**config.mk**
```make
export PLATFORM = sky130hd
export DESIGN_NAME = core_int_ctrl
export DESIGN_NICKNAME = d
export VERILOG_FILES = /design/src/rtl/core_int_ctrl.sv
export SDC_FILE = /design/constraint.sdc
export NUM_CORES = 1
export LEC_CHECK = 0
export CELL_PAD_IN_SITES_DETAIL_PLACEMENT = 0
export CELL_PAD_IN_SITES_GLOBAL_PLACEMENT = 2
export CORE_ASPECT_RATIO = 0.75
export CORE_MARGIN = 3
export CORE_UTILIZATION = 22
export DETAILED_ROUTE_END_ITERATION = 10
export GPL_ROUTABILITY_DRIVEN = 0
export GPL_TIMING_DRIVEN = 0
export PLACE_DENSITY_LB_ADDON = 0.1
export SYNTH_ARGS = -nofsm -noshare
export SYNTH_HDL_FRONTEND = slang
export SYNTH_SLANG_ARGS = --single-unit
```
**constraint.sdc**
```tcl
create_clock -name g_clk -period 1.4 [get_ports g_clk]
set_input_delay 0.28 -clock g_clk [delete_from_list [all_inputs] [get_ports g_clk]]
set_output_delay 0.28 -clock g_clk [all_outputs]
set_load 0.02 [all_outputs]
```
**src/rtl/core_int_ctrl.sv**
```systemverilog
// Machine-mode interrupt controller: MIP sampling, MIE masking, fixed-priority arbitration, held request to writeback.
// Optional vectored-mode target computation is enabled by defining CORE_INT_VECTORED_EN.

`ifndef XL
`define XL 31
`endif
`ifndef CF_CAUSE_R
`define CF_CAUSE_R 5
`endif

module core_int_ctrl (
    input  logic                   g_clk,
    input  logic                   g_resetn,
    input  logic                   ext_int,
    input  logic                   sw_int,
    input  logic                   timer_int,
    input  logic                   mie_meie,
    input  logic                   mie_msie,
    input  logic                   mie_mtie,
    input  logic                   mstatus_mie,
    input  logic [`XL:0]           mtvec_base,
    input  logic [1:0]             mtvec_mode,
    output logic                   mip_meip,
    output logic                   mip_msip,
    output logic                   mip_mtip,
    output logic                   int_pending,
    output logic [`CF_CAUSE_R:0]   int_cause,
    output logic [`XL:0]           int_tvec,
    input  logic                   int_ack
);

    localparam int CW = `CF_CAUSE_R + 1;
    localparam int AW = `XL + 1;
    localparam logic [CW-1:0] CAUSE_MEI = CW'(32'd11);
    localparam logic [CW-1:0] CAUSE_MSI = CW'(32'd3);
    localparam logic [CW-1:0] CAUSE_MTI = CW'(32'd7);

    typedef enum logic [1:0] {
        ST_IDLE    = 2'd0,
        ST_PEND    = 2'd1,
        ST_HOLDOFF = 2'd2
    } state_t;

    state_t          state_r;
    state_t          state_nxt_s;
    logic            ext_meta_r;
    logic            meip_r;
    logic            msip_r;
    logic            mtip_r;
    logic            pending_r;
    logic [CW-1:0]   cause_r;
    logic [AW-1:0]   tvec_r;
    logic            cand_s;
    logic [CW-1:0]   win_cause_s;
    logic [AW-1:0]   win_tvec_s;

    // Global enable gates every source; MEI beats MSI beats MTI.
    always_comb begin
        cand_s      = 1'b0;
        win_cause_s = '0;
        if (mstatus_mie && meip_r && mie_meie) begin
            cand_s      = 1'b1;
            win_cause_s = CAUSE_MEI;
        end else if (mstatus_mie && msip_r && mie_msie) begin
            cand_s      = 1'b1;
            win_cause_s = CAUSE_MSI;
        end else if (mstatus_mie && mtip_r && mie_mtie) begin
            cand_s      = 1'b1;
            win_cause_s = CAUSE_MTI;
        end else begin
            cand_s      = 1'b0;
            win_cause_s = '0;
        end
    end

`ifdef CORE_INT_VECTORED_EN
    // Vectored target wraps modulo 2^XLEN; any mode other than 1 behaves as direct.
    always_comb begin
        win_tvec_s = mtvec_base;
        if (mtvec_mode == 2'd1) begin
            win_tvec_s = mtvec_base + ({{(AW-CW){1'b0}}, win_cause_s} << 2);
        end else begin
            win_tvec_s = mtvec_base;
        end
    end
`else
    logic unused_mode_s;
    assign unused_mode_s = ^mtvec_mode;

    // Without vectoring the target is always the base.
    always_comb begin
        win_tvec_s = mtvec_base;
    end
`endif

    // Next-state logic: HOLDOFF waits for the CSR unit to clear MSTATUS.MIE before rearming.
    always_comb begin
        state_nxt_s = state_r;
        case (state_r)
            ST_IDLE: begin
                if (cand_s) state_nxt_s = ST_PEND;
                else        state_nxt_s = ST_IDLE;
            end
            ST_PEND: begin
                if (int_ack) state_nxt_s = ST_HOLDOFF;
                else         state_nxt_s = ST_PEND;
            end
            ST_HOLDOFF: begin
                if (!mstatus_mie) state_nxt_s = ST_IDLE;
                else              state_nxt_s = ST_HOLDOFF;
            end
            default: state_nxt_s = ST_IDLE;
        endcase
    end

    // State, pending bits and the latched request; pending is registered from the next state.
    always_ff @(posedge g_clk) begin
        if (!g_resetn) begin
            state_r    <= ST_IDLE;
            ext_meta_r <= 1'b0;
            meip_r     <= 1'b0;
            msip_r     <= 1'b0;
            mtip_r     <= 1'b0;
            pending_r  <= 1'b0;
            cause_r    <= '0;
            tvec_r     <= '0;
        end else begin
            state_r    <= state_nxt_s;
            ext_meta_r <= ext_int;
            meip_r     <= ext_meta_r;
            msip_r     <= sw_int;
            mtip_r     <= timer_int;
            pending_r  <= (state_nxt_s == ST_PEND);
            if ((state_r == ST_IDLE) && cand_s) begin
                cause_r <= win_cause_s;
                tvec_r  <= win_tvec_s;
            end
        end
    end

    assign mip_meip    = meip_r;
    assign mip_msip    = msip_r;
    assign mip_mtip    = mtip_r;
    assign int_pending = pending_r;
    assign int_cause   = cause_r;
    assign int_tvec    = tvec_r;

endmodule
```
==> results.md, run 1 <==
* Post-synth EDFFs at 0
* Initial Utilization at 0.236
* Max Clk Rate at 762 MHz
* Synthesis warning total at 0
* Nets at 315
* Number of diodes at 0
* Commonest non-fill, non-tap cell in the layout: nand2_1
* FF+latch count, synth at 42
* Slowest cell on crit path: dfxtp_1
* Largest family of logic cells by synthesized area: multiplexers
* Clock share of power at 0.315
* Core Util, Final at 0.387
* Pin count of the biggest net entering global routing at 13
* IO Port Bufs at 80
* Drt first pass iters at 4
* Seq/Total Area, Yosys at 0.502
* DR top layer: met4
* Place WS at -316 ps
* Clock skew at 7.31 ps
* CP max stage delay at 320 ps
* P_leak at 1.43 nW
* Top FF cell, synth: dfxtp_1
* Max clock buf depth at 2
* Setup Viol. Count Final at 0
* Worst slew margin at 0.648
* Syn Area/Cell at 9.46 um^2
* Critical path endpoint category: register
* Iteration-0 DRC Markers at 24
* Distinct cell type count after synthesis at 20
* Post-synthesis xor/xnor area fraction at 0
* Cells after DPL at 356
* Final max-slew violation count at 0
* Post-synthesis adder-cell area fraction at 0
* PD cells at 933 nW/um^2
* Status: finished clean
* Met2 Wirelength at 1.80 mm
* I/O pin cnt at 86
* Final Cell Area at 2740 um^2
* Critical path depth at 5
* Minimum clock period at 1310 ps
* Worst hold path type: input port to register
* Clk root buf: clkbuf_8
* Max FO, Critical Path at 8
* Via Count at 1423
* Post-DRT Antenna Nets at 0
* Final WL at 4.54 mm
* Critical Path AT at 1530 ps
* Final TNS setup at 0 ps
* Hold-fix buffers, CTS at 0
* Die Span X at 107 um
* Largest cells by area after synthesis: dfxtp_1 50%, mux2i_1 20%, nand2_1 15%
* H-tree depth at 2
* Worst Reg-to-Reg Cells at 5
* CP top delay family: compound AO/OA/AOI/OAI gates
* Num CTS Buffers at 5
* # Max-Cap Violations at 0
* Crit path cell chain: a22o_1 > o21ai_2 > buf_6 > clkbuf_16 > mux2i_1
* Post-DP HPWL at 3.30 mm
* GRT Total Usage at 0.107
* DR vias/cell at 3.85
* Proportion of synthesized area in mux cells at 0.197
* Dominant cell type by area after synthesis: dfxtp_1
* # DRC at 0
* CTS Sinks at 42
* Synth Instances at 177
* Post-synthesis simple-gate area fraction at 0.193
* NetSw at 0.654 mW
* Compound-Gate Fraction of Synth Area at 0.0299
* Worst Tran Pin Value at 527 ps
* Worst Path Buf+Inv at 2
* Met3 wire len at 436 um
* Fraction of layout cells with a size suffix above 1 at 0.0846
* Placed cell area at 2600 um^2
* Row count at 26
* First-pass GRT wire length at 7.33 mm
* Crit Path Class: register to register
* Final worst-path cycle share at 0.937
* Worst-path clk slew at 80 ps
* Int Pwr at 1.91 mW
* WP data required at 1620 ps
* WL/cell at 12.3 um
* Initial antenna violation count at 0
* CTS tree: yes
* Hold depth at 3
* Worst skew pair latency at 290 ps
* Share of the synthesized area in the top cell type at 0.502
* Met1 WL at 2.28 mm
* FFs w/ async S/R, synth at 0
* Die area at 8700 um^2
* Gate power share at 0.188
* Hold Slack at 319 ps
* Area Growth Syn to Fin at 63.9%
* Cell area after synthesis at 1670 um^2
* Hold Violations, Final at 0
* Switching share of power at 0.255
* CP Launch Type: register
* Number of global-route vias before repair at 1496
* GRT Residual Overflow at 0
* Die H at 81.5 um
* Sequential share of power at 0.497
* Final std cells w/o fill at 370
* Slack of the critical path at 88.4 ps
* Post-layout power at 2.56 mW
* Core area at 7090 um^2
* Commonest non-fill, non-tap cells in the layout: 66 x nand2_1, 42 x dfxtp_1, 39 x dlygate4sd2_1
* Peak supply drop at 0.000433 V
## cell type report
type                    count  area (um^2)
flip-flops and latches     42          841
fillers                   760         4350
repair buffers             86          843
well taps                  98          123
clock inverters             1         5.00
plain buffers              15          124
multi-input cells         119          714
inverters                   2         7.51
clock buffers               7         86.3
## flip-flops by register name (all words and copies together), names as in the netlist
signal       count
int_cause        3
int_pending      1
ext_meta_r       1
mip_meip         1
mip_msip         1
mip_mtip         1
int_tvec        32
state_r          2
## worst reg2reg max path, stage by stage, from the launching register on
cell       delay, ps
dfxtp_1          320
a22o_1           250
o21ai_2          140
buf_6            190
clkbuf_16        170
mux2i_1          170
## power groups by stage
stage | Combinational, mW | Sequential, mW | Clock [mW]
6_report | 0.482 | 1.27 | 0.806
5_1_grt | 0.526 | 1.28 | 0.887
4_1_cts | 0.458 | 1.27 | 0.853
3_5_place_dp | 0.492 | 1.30 | 0
3_3_place_gp | 0.495 | 1.30 | 0
2_1_floorplan | 0.175 | 1.36 | 0
## synth_stat cells, types with 2 or more instances
library cell   n
nand2_1       66
dfxtp_1       42
mux2i_1       33
clkbuf_1       8
a21oi_1        5
and2_1         4
buf_4          3
buf_12         2
inv_1          2
nand3b_1       2
## routing by layer
metal	track usage	vias to the layer above
li1	-	754
met1	0.143	620
met2	0.151	47
met3	0.0526	2
met4	0.0307	0
met5	0	-
## cells by family (layout without fill, tap and decap cells)
| logic type | Yosys count | count (layout) |
|---|---|---|
| buffers and inverters | 17 | 111 |
| other | 1 | 2 |
| AND/OR/NAND/NOR | 76 | 76 |
| flip-flops | 42 | 42 |
| multiplexers | 33 | 33 |
| AO/OA/AOI/OAI | 8 | 8 |
## repair_timing
action                                  CTS  global route
cloned                                    0             2
gates resized for setup                  40             7
setup buffers                             0             4
endpoints found under the setup margin   40            31
pin swaps                                 0             2
## worst paths after layout
check / startpoint / end / slack, ps
worst max-delay path: mip_msip$_SDFF_PN0_ / int_tvec[1]$_SDFFE_PN0P_ / 90
worst min-delay path: mstatus_mie / state_r[1]$_SDFF_PN0_ / 320
worst max register to register: mip_msip$_SDFF_PN0_ / int_tvec[1]$_SDFFE_PN0P_ / 90
worst min register to register: ext_meta_r$_SDFF_PN0_ / mip_meip$_SDFF_PN0_ / 450
Power figures use the tool's default switching activity.
==> inputs of run 2 (changes only) <==
--- a/config.mk
+++ b/config.mk
@@ -14,6 +14,7 @@
 export GPL_ROUTABILITY_DRIVEN = 0
 export GPL_TIMING_DRIVEN = 0
 export PLACE_DENSITY_LB_ADDON = 0.1
+export SKIP_CTS_REPAIR_TIMING = 1
 export SYNTH_ARGS = -nofsm -noshare
 export SYNTH_HDL_FRONTEND = slang
 export SYNTH_SLANG_ARGS = --single-unit
==> run 2 against run 1 <==
  * Utilization rose by 1.2 points
  * Combinational power is essentially flat
  * Final area is 3.1% higher
  * Sequential share of layout area down 0.92 points
  * Non-clock buffer count down 3
==> results.md, run 2 (synthesis gave the netlist of run 1 again) <==
* Hold Violations, Final at 0
* Status: finished clean
* First-pass GRT wire length at 7.31 mm
* Cells after DPL at 356
* Clk root buf: clkbuf_8
* Num CTS Buffers at 5
* Max reg flops at 32
* GRT Residual Overflow at 0
* Iteration-0 DRC Markers at 19
* Nets at 312
* Die H at 81.5 um
* Critical Path AT at 1540 ps
* Via Count at 1435
* CP Launch Type: input port
* Worst skew pair latency at 290 ps
* Area Growth Syn to Fin at 69.0%
* # Max-Cap Violations at 0
* Post-DRT Antenna Nets at 0
* Max Clk Rate at 754 MHz
* I/O pin cnt at 86
* Post-layout power at 2.57 mW
* Worst-path clk slew at 80 ps
* Hold_sp: mstatus_mie
* Minimum clock period at 1330 ps
* Peak supply drop at 0.000441 V
* Critical Path Start: mie_meie
* Max FO, Critical Path at 10
* Setup Viol. Count Final at 0
* Initial Utilization at 0.236
* Worst Reg-to-Reg Cells at 5
* Unrepaired setup endpoints after global routing: false
* PD cells at 907 nW/um^2
* Hold depth at 3
* Reg2reg start: mip_msip$_SDFF_PN0_
* Initial antenna violation count at 0
* Final WL at 4.50 mm
* Die area at 8700 um^2
* Drt first pass iters at 4
* Number of diodes at 0
* Worst hold path type: input port to register
* Commonest non-fill, non-tap cell in the layout: nand2_1
* Filler instances at 744
* H-tree depth at 2
* Number of global-route vias before repair at 1498
* # DRC at 0
* Final std cells w/o fill at 367
* Worst Tran Pin Value at 524 ps
* Commonest non-fill, non-tap cells in the layout: 66 x nand2_1, 42 x dfxtp_1, 42 x dlymetal6s2s_1
* Worst slew margin at 0.651
* IO Port Bufs at 80
* Core area at 7090 um^2
* Clock skew at 7.06 ps
* Post-DP HPWL at 3.30 mm
* Critical path endpoint category: register
* Row count at 26
* P_leak at 1.92 nW
* GRT Total Usage at 0.107
* CTS Sinks at 42
* Fraction of layout cells with a size suffix above 1 at 0.0706
* Final worst-path cycle share at 0.947
* CTS tree: yes
* Final TNS setup at 0 ps
* Die Span X at 107 um
* WP data required at 1620 ps
* Max clock buf depth at 2
* DR vias/cell at 3.91
* Final max-slew violation count at 0
* Crit Path Class: input port to register
* Pin count of the biggest net entering global routing at 13
* WL/cell at 12.3 um
run 2: cell count changes in the layout (fill, tap and decap cells not counted), sizes merged:
cell	delta
clkbuf	-2
clkdlybuf4s15	-1
clkdlybuf4s50	+1
dlygate4sd2	-39
dlymetal6s2s	+39
buf	-1
run 2: area by class of cell:
cell class / instances / area, um^2 / area share
inverters: 2 / 7.51 / 0.00265
repair buffers: 83 / 932 / 0.330
well taps: 98 / 123 / 0.0433
clock inverters: 1 / 5.00 / 0.00177
multi-input cells: 119 / 711 / 0.251
clock buffers: 7 / 86.3 / 0.0305
flip-flops and latches: 42 / 841 / 0.297
plain buffers: 15 / 124 / 0.0438
run 2: worst max-delay path, cell delays in order:
cell and delay (ps):
clkdlybuf4s50_1 420, a22o_1 230, o21ai_2 120, buf_6 160
buf_12 150, mux2i_1 180
run 2: through the flow:
step | worst slack (ps) | hold WS (ps) | util | instance area (um^2)
finish | 74.2 | 318 | 0.399 | 2830
global route | 9.55 | 335 | 0.399 | 2830
CTS | -238 | 447 | 0.380 | 2690
detailed placement | -316 | 426 | 0.367 | 2600
global placement | -322 | 427 | 0.367 | 2600
floorplan | 136 | 407 | - | 1680
run 2: metal layers:
| layer | vias to the layer above | track usage | wire length [um] |
|---|---|---|---|
| met5 | - | 0 | 0 |
| met4 | 0 | 0.0307 | 21 |
| met3 | 2 | 0.0534 | 444 |
| met2 | 47 | 0.151 | 1830 |
| met1 | 640 | 0.142 | 2200 |
| li1 | 746 | - | - |
run 2: path summary, 6_finish.rpt:
path	to	slack, ps
setup / recovery	int_tvec[27]$_SDFFE_PN0P_	70
setup reg to reg	int_tvec[27]$_SDFFE_PN0P_	170
hold / removal	state_r[1]$_SDFF_PN0_	320
hold reg to reg	mip_meip$_SDFF_PN0_	450
run 2: power by group:
group / switching, mW / internal, mW
Sequential: 0.0259 / 1.25
Combinational: 0.215 / 0.270
Clock: 0.410 / 0.399
==> inputs of run 3 (changes only) <==
--- a/config.mk
+++ b/config.mk
@@ -18,3 +18,4 @@
 export SYNTH_ARGS = -nofsm -noshare
 export SYNTH_HDL_FRONTEND = slang
 export SYNTH_SLANG_ARGS = --single-unit
+export TNS_END_PERCENT = 20
==> run 3 against run 2 <==
  * Register-to-register slack got worse by 60 ps
  * Final area fell by 0.84%
  * Clock skew fell by 0.65 ps
  * Combinational power fell by 2%
  * Clock power barely moved
  * Worst hold slack got worse by 0.72 ps
  * Sequential cell count did not move
  * Non-clock buffer count fell by 3
  * Power fell by 0.32%
  * First-iteration DRC count rose by 11%
  * Critical path type unchanged
  * Critical endpoint unchanged
  * Largest power group unchanged
==> results.md, run 3 (synthesis gave the netlist of run 1 again) <==
* CTS tree: yes
* Critical Path AT at 1530 ps
* Post-DRT Antenna Nets at 0
* Initial antenna violation count at 0
* Drt first pass iters at 4
* Crit Path Class: input port to register
* P_leak at 1.91 nW
* Nets at 309
* Max clock buf depth at 2
* Core area at 7090 um^2
* Row count at 26
* WP data required at 1620 ps
* Unrepaired setup endpoints after global routing: false
* Worst skew pair latency at 290 ps
* Commonest non-fill, non-tap cell in the layout: nand2_1
* # Max-Cap Violations at 0
* Clock skew at 6.41 ps
* CTS Sinks at 42
* Worst-path clk slew at 80 ps
* WL/cell at 12.3 um
* Peak supply drop at 0.000441 V
* Worst hold path type: input port to register
* Slack of the critical path at 85.0 ps
* Cells after DPL at 356
* Worst Tran Pin Value at 522 ps
* Setup Viol. Count Final at 0
* Status: finished clean
* GRT Total Usage at 0.107
* Via Count at 1434
* H-tree depth at 2
* Initial Utilization at 0.236
* I/O pin cnt at 86
* Max Clk Rate at 760 MHz
* Number of diodes at 0
* Final worst-path cycle share at 0.939
* Fraction of layout cells with a size suffix above 1 at 0.0602
* Die Span X at 107 um
* First-pass GRT wire length at 7.31 mm
* Die H at 81.5 um
* Max reg flops at 32
* Final WL at 4.49 mm
* Hold Violations, Final at 0
* Post-DP HPWL at 3.30 mm
* Critical path endpoint category: register
* PD cells at 912 nW/um^2
* Clk root buf: clkbuf_8
* Place WS at -316 ps
* IO Port Bufs at 80
* Number of global-route vias before repair at 1498
* Final TNS setup at 0 ps
* Pin count of the biggest net entering global routing at 13
* DR vias/cell at 3.94
* GRT Residual Overflow at 0
* CP Launch Type: input port
* Final max-slew violation count at 0
* Worst slew margin at 0.652
* Num CTS Buffers at 5
* Commonest non-fill, non-tap cells in the layout: 66 x nand2_1, 43 x dlymetal6s2s_1, 42 x dfxtp_1
* Iteration-0 DRC Markers at 21
* Core Util, Final at 0.396
* Max FO, Critical Path at 10
* Minimum clock period at 1320 ps
* Final std cells w/o fill at 364
* Hold Slack at 317 ps
* # DRC at 0
* Area Growth Syn to Fin at 67.6%
* Die area at 8700 um^2
-- run 3: changes by cell type in the layout (fill, tap and decap cells not counted) --
cell,delta
buf_6,-1
dlymetal6s2s_1,+1
clkdlybuf4s50_1,-1
buf_4,-2
-- run 3: final timing paths --
path,startpoint,endpoint,slack [ps],depth (start not counted)
max,mie_mtie,int_tvec[27]$_SDFFE_PN0P_,80,6
min,mstatus_mie,state_r[1]$_SDFF_PN0_,320,3
max reg2reg,mip_msip$_SDFF_PN0_,int_tvec[27]$_SDFFE_PN0P_,110,5
min reg2reg,ext_meta_r$_SDFF_PN0_,mip_meip$_SDFF_PN0_,450,1
-- run 3: layer usage --
metal / share of wire / wire length [um] / track usage
met1: 0.48 / 2180 / 0.142
met2: 0.41 / 1840 / 0.151
met3: 0.10 / 451 / 0.0534
met4: 0.0047 / 21 / 0.0307
met5: 0 / 0 / 0
-- run 3: stage by stage --
stage	cell area, um^2	power (mW)
2_1_floorplan	1680	1.54
4_1_cts	2690	2.62
6_report	2810	2.56
3_5_place_dp	2600	1.80
5_1_grt	2810	2.69
3_3_place_gp	2600	1.80
-- run 3: critical path: stages --
cell             delay (ps)
clkdlybuf4s50_1         390
and2_0                  180
o21ai_2                 150
buf_6                   190
buf_12                  160
mux2i_1                 180
-- run 3: power breakdown --
group	total [mW]	switching, mW	internal (mW)
clock	0.809	0.410	0.399
combinational	0.476	0.213	0.262
sequential	1.27	0.0261	1.25
total	2.56	0.650	1.91
-- run 3: cell type report --
cell class / count / area (um^2)
well taps: 98 / 123
clock buffers: 7 / 86.3
flip-flops and latches: 42 / 841
clock inverters: 1 / 5.00
multi-input cells: 119 / 711
fillers: 745 / 4290
inverters: 2 / 7.51
repair buffers: 80 / 908
plain buffers: 15 / 124
